==> src/rtl/calc_controller.sv <==
// Sequencing FSM for the calculator datapath: reads operand pairs, steers sums into buffer halves, writes results back.
// Optional performance counters are enabled by defining CALC_CTRL_PERF_EN.
module calc_controller #(
    parameter int ADDR_W = 9
) (
    input  logic              clk_i,
    input  logic              rst_i,
    input  logic              start_i,
    input  logic [ADDR_W-1:0] read_start_addr_i,
    input  logic [ADDR_W-1:0] read_end_addr_i,
    input  logic [ADDR_W-1:0] write_start_addr_i,
    input  logic [ADDR_W-1:0] write_end_addr_i,
    output logic              read_en_o,
    output logic [ADDR_W-1:0] read_addr_o,
    output logic              write_en_o,
    output logic [ADDR_W-1:0] write_addr_o,
    output logic              loc_sel_o,
    output logic              busy_o,
    output logic              done_o
`ifdef CALC_CTRL_PERF_EN
    ,
    output logic [31:0]       busy_cycles_o,
    output logic [ADDR_W:0]   add_count_o
`endif
);

    localparam logic [2:0] S_IDLE  = 3'd0;
    localparam logic [2:0] S_READ  = 3'd1;
    localparam logic [2:0] S_ADD   = 3'd2;
    localparam logic [2:0] S_WRITE = 3'd3;
    localparam logic [2:0] S_END   = 3'd4;

    logic [2:0]        state_q, state_d;
    logic [ADDR_W-1:0] r_ptr_q, r_ptr_d;
    logic [ADDR_W-1:0] w_ptr_q, w_ptr_d;
    logic [ADDR_W-1:0] r_end_q, r_end_d;
    logic [ADDR_W-1:0] w_end_q, w_end_d;
    logic              loc_sel_q, loc_sel_d;

    // NOTE: every signal gets a default before the case so no path leaves it unassigned (no latches).
    always_comb begin
        state_d   = state_q;
        r_ptr_d   = r_ptr_q;
        w_ptr_d   = w_ptr_q;
        r_end_d   = r_end_q;
        w_end_d   = w_end_q;
        loc_sel_d = loc_sel_q;
        case (state_q)
            S_IDLE: begin
                if (start_i) begin
                    r_ptr_d   = read_start_addr_i;
                    w_ptr_d   = write_start_addr_i;
                    r_end_d   = read_end_addr_i;
                    w_end_d   = write_end_addr_i;
                    loc_sel_d = 1'b0;
                    if ((read_start_addr_i > read_end_addr_i) ||
                        (write_start_addr_i > write_end_addr_i)) begin
                        state_d = S_END;
                    end else begin
                        state_d = S_READ;
                    end
                end
            end
            S_READ: state_d = S_ADD;
            S_ADD: begin
                loc_sel_d = ~loc_sel_q;
                if ((r_ptr_q == r_end_q) || loc_sel_q) begin
                    state_d = S_WRITE;
                end else begin
                    r_ptr_d = r_ptr_q + 1'b1;
                    state_d = S_READ;
                end
            end
            S_WRITE: begin
                // Clearing on every exit keeps the high half untouched while idle.
                loc_sel_d = 1'b0;
                if ((r_ptr_q == r_end_q) || (w_ptr_q == w_end_q)) begin
                    state_d = S_END;
                end else begin
                    r_ptr_d = r_ptr_q + 1'b1;
                    w_ptr_d = w_ptr_q + 1'b1;
                    state_d = S_READ;
                end
            end
            S_END:   state_d = S_IDLE;
            default: state_d = S_IDLE;
        endcase
    end

    // NOTE: sequential state uses non-blocking assignments so all registers update together at the edge.
    always_ff @(posedge clk_i) begin
        if (rst_i) begin
            state_q   <= S_IDLE;
            r_ptr_q   <= '0;
            w_ptr_q   <= '0;
            r_end_q   <= '0;
            w_end_q   <= '0;
            loc_sel_q <= 1'b0;
        end else begin
            state_q   <= state_d;
            r_ptr_q   <= r_ptr_d;
            w_ptr_q   <= w_ptr_d;
            r_end_q   <= r_end_d;
            w_end_q   <= w_end_d;
            loc_sel_q <= loc_sel_d;
        end
    end

    assign read_en_o    = (state_q == S_READ);
    assign read_addr_o  = r_ptr_q;
    assign write_en_o   = (state_q == S_WRITE);
    assign write_addr_o = w_ptr_q;
    assign loc_sel_o    = loc_sel_q;
    assign busy_o       = (state_q == S_READ) || (state_q == S_ADD) || (state_q == S_WRITE);
    assign done_o       = (state_q == S_END);

`ifdef CALC_CTRL_PERF_EN
    logic [31:0]     busy_cycles_q;
    logic [ADDR_W:0] add_count_q;
    logic            start_acc;

    assign start_acc = (state_q == S_IDLE) && start_i;

    // Saturating counters; they hold after END until the next accepted start.
    always_ff @(posedge clk_i) begin
        if (rst_i || start_acc) begin
            busy_cycles_q <= '0;
            add_count_q   <= '0;
        end else begin
            if (busy_o && (busy_cycles_q != '1)) begin
                busy_cycles_q <= busy_cycles_q + 1'b1;
            end
            if ((state_q == S_ADD) && (add_count_q != '1)) begin
                add_count_q <= add_count_q + 1'b1;
            end
        end
    end

    assign busy_cycles_o = busy_cycles_q;
    assign add_count_o   = add_count_q;
`endif

endmodule

==> config.mk <==
export PLATFORM = sky130hd
export DESIGN_NAME = calc_controller
export DESIGN_NICKNAME = d
export VERILOG_FILES = /design/src/rtl/calc_controller.sv
export SDC_FILE = /design/constraint.sdc
export NUM_CORES = 1
export LEC_CHECK = 0
export BUFFER_PORTS_ARGS = -buffer_cell sky130_fd_sc_hd__buf_4
export CAP_MARGIN = 20
export CORE_MARGIN = 2
export CORE_UTILIZATION = 45
export DETAILED_ROUTE_END_ITERATION = 7
export GPL_ROUTABILITY_DRIVEN = 0
export PLACE_DENSITY_LB_ADDON = 0.2
export SETUP_SLACK_MARGIN = 0.05
export SYNTH_ARGS = -nofsm -noshare
export SYNTH_HDL_FRONTEND = slang
export SYNTH_SLANG_ARGS = --single-unit
==> constraint.sdc <==
create_clock -name clk_i -period 1.8 [get_ports clk_i]
set_input_delay 0.36 -clock clk_i [delete_from_list [all_inputs] [get_ports clk_i]]
set_output_delay 0.36 -clock clk_i [all_outputs]
set_load 0.03 [all_outputs]
==> qor.yml <==
status: "finished, violations left"
violations: "negative setup slack"
reg2reg_depth: 8
nets: 516
setup_viol: 18
max_slew.worst_pin.slew_ns: 0.435
drt-met1-wl_mm: 3.36
slew-limit-headroom: 0.710
synthesis.nets: 393
synthSimpleGateAreaFrac: 0.246
power_density_nw_per_um2: 726
period_needed_ns: 2.03
clk_pin_slew_worst_paths_ns: 0.08
insertedDiodeCount: 0
pin_count: 62
grt_pass1_vias: 2784
worst_slack_ns: -0.225
vias: 2918
fmax_mhz: 494
crit_chain: "xnor2_2, nand4_1, nor4_4, buf_4, o31a_1, buf_6, mux2i_1, nor2_1"
critPathLaunch: "read_addr_o[3]"
hold_path_startpoint: "read_end_addr_i[5]"
syn_area_per_cell_um2: 7.53
drt_iter0_markers: 180
die_y_um: 78.7
htree_num_levels: 2
synth_area_leaders: "dfxtp_1 (32%), ha_1 (10%), nand2_1 (8.7%), a21oi_1 (8.2%), xnor2_1 (5.6%)"
r2r_end: "write_addr_o[1]"
start_util: 0.462
synthTopCellsByCount: "nand2_1 (58), a21oi_1 (41), dfxtp_1 (40), inv_1 (22)"
grt_util_all_layers: 0.264
finalMaxSlewViolations: 0
cap_violations: 0
core_area_um2: 5440
seqCellArea_um2: 847
dp.cells: 513
ys_seq_area_frac: 0.319
top_layer: "met4"
cts-buffers-inserted: 5
path_max_fanout: 5
crit_end: "write_addr_o[1]"
yosysTopAreaCellShare: 0.319
synth.distinct_cells: 45
synth_warnings: 0
final_area_um2: 3920
drive_above_1_share: 0.421
dp_hpwl_mm: 5.90
synth_top_family_by_area: "simple AND/OR/NAND/NOR gates"
crit_required_ns: 2.00
final_cells: 530
fill_cells: 443
period_share: 1.13
crit_arrival_ns: 2.22
netlist.top_cell.by_area: "dfxtp_1"
r2r-start: "read_addr_o[3]"
clock_latency_ns: 0.30
synth_compound_area_frac: 0.209
clockBufferDepth: 2
synth_edf_count: 0
wl_mm: 8.15
clock-root-buffer: "clkbuf_8"
synthAdderAreaFrac: 0.0996
synth_xor_area_frac: 0.0662
cts_tree: "done"
met3_length_um: 414
antenna_found_initial: 0
synth_mux_area_frac: 0.00398
r2r_slack_ns: -0.23
finClkSkew_ns: 0.0116
wl_per_cell_um: 15.4
place_ws_ns: -0.221
placed_area_um2: 3550
async_reset_ff_frac: 0
ant_nets: 0
cts.sinks: 40
grt_max_degree: 27
power.total_mw: 2.85
drc: 0
multi_input_area_um2: 1760
p_leak_nw: 1.75
hold_viol: 0
row_count: 27
grt_pass1_wl_mm: 12.8
rsz0062_at_grt: "yes"
utilization: 0.720
synth-seq-cells: 40
crit_slowest_cell: "nor4_4"
hold_class: "in2reg"
synth_area_um2: 2510
synth_flop_cell: "dfxtp_1"
wl_met2_mm: 4.08
cp_slowest_stage_delay_ns: 0.41
syn_inst: 334
yosysMostFrequentCell: "nand2_1"
vias_per_cell: 5.51
hold_slack_ns: 0.306
end_kind: "flip-flop"
die-area_um2: 6200
criticalPathCategory: "reg2reg"
drt_first_pass_iters: 5
start_kind: "flip-flop"
grt.overflow.total: 0
setup_tns_ns: -2.42
port_buffers: 61
die_x_um: 78.7
syn2layout_area_growth_pct: 55.8
vdd_drop_max_mv: 0.443
[state kept, by name, indices dropped and copies added, names as in the netlist]
name          count
r_end_q           9
loc_sel_o         1
w_end_q           9
read_addr_o       9
write_addr_o      9
state_q           3
[how the worst min path moves through the flow]
stage | to | slack (ns) | depth (start not counted)
final | r_end_q[5] | 0.31 | 3
after global routing | w_end_q[1] | 0.31 | 3
after CTS | r_end_q[5] | 0.31 | 3
after detailed placement | w_end_q[8] | 0.46 | 2
after global placement | w_end_q[0] | 0.45 | 2
after floorplan | r_end_q[8] | 0.45 | 2
[worst max-delay path: cells and delay by family, from the launching register on]
family          cells  cell delay (ns)
simple gates        3             0.65
compound gates      1             0.24
xor+xnor            1             0.16
buf+inv             2             0.34
flops               1             0.36
mux                 1             0.17
[layout by cell type (no fill, tap or decap), types with 2 or more instances in the layout]
master and n:
nor2b_1 5, buf_4 119, a31oi_1 6, xnor2_1 9, a21oi_1 38, and2_1 2
ha_1 20, nand3_1 12, nor2_1 17, o211ai_1 4, nand4_1 4, dfxtp_1 19
xor2_2 2, o21ai_0 7, a21oi_2 3, a211o_1 2, dfxtp_4 8, dfxtp_2 13
nand2b_1 3, o31ai_2 2, o2111ai_2 3, nand2_1 56, o32ai_1 3, nand2_2 2
nor2_2 2, and3_1 3, buf_6 9, clkbuf_8 5, nor3_1 10, o31ai_1 2
o21a_1 2, inv_1 22, clkinv_2 2, or2_2 4, or3_1 3, xnor2_2 7
[cell type report]
class                           count  share of cell area
Multi-Input combinational cell    257               0.450
Timing Repair Buffer              130               0.260
Sequential cell                    40               0.216
Tap cell                           72              0.0230
Inverter                           23              0.0224
Clock buffer                        5              0.0176
Clock inverter                      3              0.0105
[per-layer routing]
layer | vias up | track usage
li1 | 1416 | -
met1 | 1359 | 0.322
met2 | 110 | 0.449
met3 | 33 | 0.0523
met4 | 0 | 0.119
met5 | - | 0
[power breakdown]
part | leakage (nW) | switching [mW] | total (mW) | internal (mW)
clock network | 0.0585 | 0.336 | 0.747 | 0.412
registers | 0.339 | 0.0691 | 1.04 | 0.969
logic | 1.35 | 0.549 | 1.06 | 0.511
total | 1.75 | 0.953 | 2.85 | 1.89
[repair_timing]
| action | in CTS | in global routing |
|---|---|---|
| setup endpoints to repair | 20 | 23 |
| pin swaps | 4 | 17 |
| endpoints found under the hold margin | 0 | 0 |
| gates resized for setup | 13 | 29 |
| cloned | 1 | 0 |
| buffers inserted | 5 | 3 |
| hold buffers | 0 | 0 |
[kinds of logic (layout without fill, tap and decap cells)]
logic type | count (synthesis) | after routing
AO/OA/AOI/OAI | 84 | 84
multiplexers | 1 | 1
flip-flops | 40 | 40
adder cells (fa/ha/maj) | 20 | 20
buffers and inverters | 37 | 161
XOR/XNOR | 19 | 19
AND/OR/NAND/NOR | 133 | 133
No activity file was read; power rests on OpenSTA's default activity.
